--- src/rtl/draw_arbiter.sv ---
// Round-robin arbiter sharing one block-drawing datapath among up to 4 requesters.
// Optional BUSY watchdog abort is enabled by defining DRAW_ARBITER_TIMEOUT_EN.
module draw_arbiter #(
  parameter int NREQ     = 4,
  parameter int LINE_W   = 3,
  parameter int COLOUR_W = 3,
  parameter int TIMEOUT  = 4096
) (
  input  logic                     clock,
  input  logic                     reset,
  input  logic [NREQ-1:0]          req,
  input  logic [NREQ*LINE_W-1:0]   req_line_id,
  input  logic [NREQ*COLOUR_W-1:0] req_colour,
  output logic [NREQ-1:0]          ack,
  output logic                     draw_go,
  output logic [LINE_W-1:0]        draw_line_id,
  output logic [COLOUR_W-1:0]      draw_colour,
  input  logic                     draw_done,
  output logic [1:0]               grant_id,
  output logic                     busy,
  output logic                     timeout_err
);

  typedef enum logic [1:0] {IDLE, BUSY, ACK} state_t;

  state_t              state_q, state_d;
  logic [1:0]          grant_q, grant_d;
  logic [LINE_W-1:0]   line_q, line_d;
  logic [COLOUR_W-1:0] colour_q, colour_d;
  logic                to_q, to_d;
  logic                expire;

  logic [LINE_W-1:0]   line_arr   [NREQ];
  logic [COLOUR_W-1:0] colour_arr [NREQ];

  generate
    for (genvar gi = 0; gi < NREQ; gi++) begin : g_unpack
      assign line_arr[gi]   = req_line_id[gi*LINE_W +: LINE_W];
      assign colour_arr[gi] = req_colour[gi*COLOUR_W +: COLOUR_W];
    end
  endgenerate

  generate
    if (NREQ < 2 || NREQ > 4 || TIMEOUT < 2 || TIMEOUT > 8192) begin : g_param_check
      $error("draw_arbiter: NREQ must be 2..4 and TIMEOUT 2..8192");
    end
  endgenerate

  // Padding to four bits lets the search index any slot without range issues.
  logic [3:0] req_pad;
  logic [1:0] winner;
  logic       any_req;
  int         idx;

  assign req_pad = 4'(req);

  // Walk offsets from farthest to nearest so the slot closest after the last
  // grant is the one left standing.
  always_comb begin
    winner  = grant_q;
    any_req = 1'b0;
    idx     = 0;
    for (int off = NREQ; off >= 1; off--) begin
      idx = int'(grant_q) + off;
      if (idx >= NREQ) idx = idx - NREQ;
      if (req_pad[idx[1:0]]) begin
        winner  = idx[1:0];
        any_req = 1'b1;
      end
    end
  end

`ifdef DRAW_ARBITER_TIMEOUT_EN
  logic [12:0] wd_q, wd_d;

  assign wd_d   = (state_q == BUSY) ? wd_q + 13'd1 : 13'd0;
  assign expire = (wd_q == 13'(TIMEOUT - 1));

  always_ff @(posedge clock) begin
    if (reset) wd_q <= 13'd0;
    else       wd_q <= wd_d;
  end

  assign timeout_err = (state_q == ACK) && to_q;
`else
  assign expire      = 1'b0;
  assign timeout_err = 1'b0;
`endif

  always_comb begin
    state_d  = state_q;
    grant_d  = grant_q;
    line_d   = line_q;
    colour_d = colour_q;
    to_d     = 1'b0;
    case (state_q)
      IDLE: begin
        if (any_req) begin
          state_d  = BUSY;
          grant_d  = winner;
          line_d   = line_arr[winner];
          colour_d = colour_arr[winner];
        end
      end
      BUSY: begin
        // A completion in the expiry cycle still counts as a normal finish.
        if (draw_done) begin
          state_d = ACK;
        end else if (expire) begin
          state_d = ACK;
          to_d    = 1'b1;
        end
      end
      ACK:     state_d = IDLE;
      default: state_d = IDLE;
    endcase
  end

  always_ff @(posedge clock) begin
    if (reset) begin
      state_q  <= IDLE;
      grant_q  <= 2'(NREQ - 1);
      line_q   <= '0;
      colour_q <= '0;
      to_q     <= 1'b0;
    end else begin
      state_q  <= state_d;
      grant_q  <= grant_d;
      line_q   <= line_d;
      colour_q <= colour_d;
      to_q     <= to_d;
    end
  end

  assign draw_go      = (state_q == BUSY);
  assign busy         = (state_q != IDLE);
  assign ack          = (state_q == ACK) ? (NREQ'(1) << grant_q) : '0;
  assign grant_id     = grant_q;
  assign draw_line_id = line_q;
  assign draw_colour  = colour_q;

endmodule

--- config.mk ---
export PLATFORM = sky130hd
export DESIGN_NAME = draw_arbiter
export DESIGN_NICKNAME = d
export VERILOG_FILES = /design/src/rtl/draw_arbiter.sv
export SDC_FILE = /design/constraint.sdc
export NUM_CORES = 1
export LEC_CHECK = 0
export CAP_MARGIN = 40
export CELL_PAD_IN_SITES_DETAIL_PLACEMENT = 1
export CELL_PAD_IN_SITES_GLOBAL_PLACEMENT = 1
export CORE_ASPECT_RATIO = 0.6
export CORE_MARGIN = 4
export CORE_UTILIZATION = 26
export DETAILED_ROUTE_END_ITERATION = 8
export PLACE_DENSITY = 0.83
export SLEW_MARGIN = 10
export SYNTH_ARGS = -nofsm -noshare
export SYNTH_HDL_FRONTEND = slang
export SYNTH_SLANG_ARGS = --single-unit
--- constraint.sdc ---
create_clock -name clock -period 2.6 [get_ports clock]
set_input_delay 0.26 -clock clock [delete_from_list [all_inputs] [get_ports clock]]
set_output_delay 0.26 -clock clock [all_outputs]
set_load 0.1 [all_outputs]
==> results <==
-- flip-flops by register name, indices dropped and copies added, names as in the netlist --
name and count:
draw_colour 3, grant_id 2, draw_line_id 3, state_q 2
-- final cells by class --
cell class	instances	area share (%)
clock buffers	4	4.39
well taps	42	4.19
flip-flops and latches	10	16.2
inverters	2	0.598
multi-input cells	64	42.4
repair buffers	44	32.3
-- cells by family after synthesis --
family          Yosys count
compound gates           15
fa+ha+maj                 4
buf+inv                   7
flops                    10
mux                      19
other cells               1
simple gates             25
-- through the flow --
| step | std cells | utilization (%) | total power [mW] |
|---|---|---|---|
| 2_1_floorplan | 81 | - | 0.618 |
| 3_3_place_gp | 162 | 41.8 | 0.726 |
| 3_5_place_dp | 162 | 41.8 | 0.740 |
| 4_1_cts | 166 | 43.7 | 0.947 |
| 5_1_grt | 166 | 43.7 | 0.987 |
| 6_report | 166 | 43.7 | 0.937 |
-- synthesized netlist by cell type --
cell type and instances:
mux2i_1 16, dfxtp_1 10, nor2_1 8, nand3b_1 6, o221ai_1 6, and2_1 4, ha_1 4, a21o_1 2
clkbuf_1 2, inv_1 2, nand2b_1 2, nor2b_1 2, a211o_1 1, a211o_2 1, a21oi_1 1, a21oi_2 1
a22oi_1 1, and3b_1 1, buf_12 1, buf_2 1, buf_4 1, conb_1 1, mux2_2 1, mux2_4 1
mux2i_4 1, nand2_1 1, o21ai_0 1, o22ai_2 1, or2_2 1
-- worst reg2reg max path: cells and delay by family, from the launching register on --
family	cells	cell delay (ns)
DFF	1	0.46
muxes	3	1.07
adders and majority gates	1	0.36
buffers and inverters	1	0.13
AOI/OAI and AO/OA	2	0.24
-- path summary, 6_finish.rpt --
check / start / end / slack, ns
setup reg to reg: grant_id[0]$_SDFFE_PP1P_ / draw_line_id[2]$_SDFFE_PP0P_ / 0.23
setup / recovery: grant_id[0]$_SDFFE_PP1P_ / draw_line_id[2]$_SDFFE_PP0P_ / 0.23
hold reg to reg: draw_line_id[2]$_SDFFE_PP0P_ / draw_line_id[2]$_SDFFE_PP0P_ / 0.52
hold / removal: draw_line_id[2]$_SDFFE_PP0P_ / draw_line_id[2]$_SDFFE_PP0P_ / 0.52
-- metal layers --
| metal | GRT usage, % | vias to the layer above | wire length [um] |
|---|---|---|---|
| met3 | 5.38 | 0 | 137 |
| met5 | 0 | - | 0 |
| met2 | 24.4 | 21 | 1310 |
| met1 | 18.3 | 383 | 1240 |
| li1 | - | 378 | - |
| met4 | 3.20 | 0 | 0 |
-- cells in the final DEF (no fill, tap or decap) --
cell type	synthesis	routed
clkdlybuf4s50_1	0	30
mux2i_1	16	16
buf_4	1	14
nor2_1	8	8
dfxtp_1	10	8
nand3b_1	6	6
o221ai_1	6	6
and2_1	4	4
ha_1	4	4
clkbuf_8	0	4
inv_1	2	2
nor2b_1	2	2
a21o_1	2	2
nand2b_1	2	2
dfxtp_2	0	2
or2_2	1	1
o21ai_0	1	1
a22oi_1	1	1
a211o_2	1	1
mux2_4	1	1
a21oi_2	1	1
mux2_2	1	1
o22ai_2	1	1
mux2i_4	1	1
nand2_1	1	1
a21oi_1	1	1
a211o_1	1	1
and3b_1	1	1
conb_1	1	1
-- power by group --
part | internal (mW) | leakage [nW] | switching [mW]
sequential | 0.184 | 0.0823 | 0.0312
combinational | 0.170 | 0.467 | 0.353
clock | 0.133 | 0.0288 | 0.0649
total | 0.487 | 0.578 | 0.449
==> flow_summary.json <==
{
  "crit_arrival_ns": 2.48,
  "cts.path.max_buffers": 2,
  "cts_setup_buffers": 0,
  "gp_congestion": 0.709,
  "multiInputGateArea_um2": 532,
  "ant_nets": 0,
  "rows": 15,
  "dp_hpwl_um": 2050,
  "leakage_nw": 0.578,
  "yosys.cell_types.count": 29,
  "fin_setup_tns_ns": 0,
  "antenna_found_initial": 0,
  "outcome": "complete, no violations",
  "fmax_mhz": 422,
  "nFillCells": 340,
  "synth_top_family_by_area": "multiplexers",
  "routed_via_density": 4.71,
  "cts_tree": "yes",
  "synthToLayoutAreaGrowth_pct": 61.0,
  "overflow": 0,
  "die_area_um2": 3970,
  "worst_setup_path_end_kind": "flop",
  "synth_seq_area_share_pct": 25.7,
  "synthTopCellsByArea": "dfxtp_1 (26%), mux2i_1 (21%), o221ai_1 (6.7%)",
  "setup_viol": 0,
  "numCtsBuffers": 3,
  "crit_fanout": 12,
  "synth.mux.area_fraction_pct": 26.8,
  "syn_area_um2": 779,
  "cp_num_buf_inv": 1,
  "timing.final.crit_period_ns": 2.37,
  "required_ns": 2.71,
  "cts.clk_slew.worst_paths_ns": 0.05,
  "vias": 782,
  "grt_pass1_vias": 854,
  "synth_compound_area_share_pct": 16.1,
  "firstDrtPassIters": 4,
  "clock_latency_ns": 0.24,
  "cts-root-buf": "clkbuf_8",
  "h-tree-depth": 1,
  "relSlewSlack_pct": 57.9,
  "fin_skew_ns": 0.00326,
  "synth_nets": 116,
  "critPathTopFamily": "multiplexers",
  "netlist.top_cell.by_area": "dfxtp_1",
  "routed_wl_um": 2690,
  "die_h_um": 50.4,
  "worst_slack_ns": 0.228,
  "timing.hold.ws_ns": 0.521,
  "final_max_slew_viol_count": 0,
  "route.detailed.wl_per_inst_um": 16.2,
  "grt_pass1_wl_um": 4490,
  "grt_max_degree": 13,
  "nets": 160,
  "initial_core_util_pct": 27.1,
  "yosysTopAreaCellShare_pct": 25.7,
  "drt_iter0_drc": 45,
  "grt_usage_pct": 14.7,
  "n_antenna_cell": 0,
  "drv_cap": 0,
  "worst_path_max_delay_cell": "mux2i_4",
  "cts_sinks": 10,
  "regArea_um2": 203,
  "post-route-cell-area_um2": 1250,
  "worst-slew-pin-transition_ns": 0.619,
  "finalHoldViolCount": 0,
  "drcViolationCount": 0,
  "yosys.area_share.simple_pct": 18.5,
  "drive_above_1_share_pct": 21.8,
  "yosys_register_bits": 10,
  "core_area_um2": 2870,
  "critPathMaxStageDelay_ns": 0.52,
  "crit_type": "reg -> reg",
  "die_x_um": 78.7,
  "io_pins": 46,
  "synthCells": 81,
  "power_density_nw_per_um2": 746,
  "r2r_cells": 7,
  "placed_area_um2": 1200,
  "dp_slack_ns": 0.203,
  "synth_xor_area_share_pct": 0,
  "crit_path_cell_trace": "inv_1, ha_1, mux2i_1, a21oi_2, mux2i_4, mux2i_1, o221ai_1",
  "rsz0062_at_grt": "no",
  "cpMostUsedCell": "mux2i_1",
  "cp-start-kind": "flop",
  "holdBufCountCts": 0,
  "worstHoldPathCells": 2,
  "min_path_type": "reg -> reg",
  "synth_fa_ha_area_share_pct": 6.42,
  "numPortBuffers": 44,
  "cts.repair.resized": 0,
  "final.period_utilization_pct": 91.2,
  "yosys_warnings": 0,
  "path_depth": 7,
  "avgSynthCellArea_um2": 9.62,
  "peakVddDrop_uv": 353
}
(Power assumes the default switching activity.)
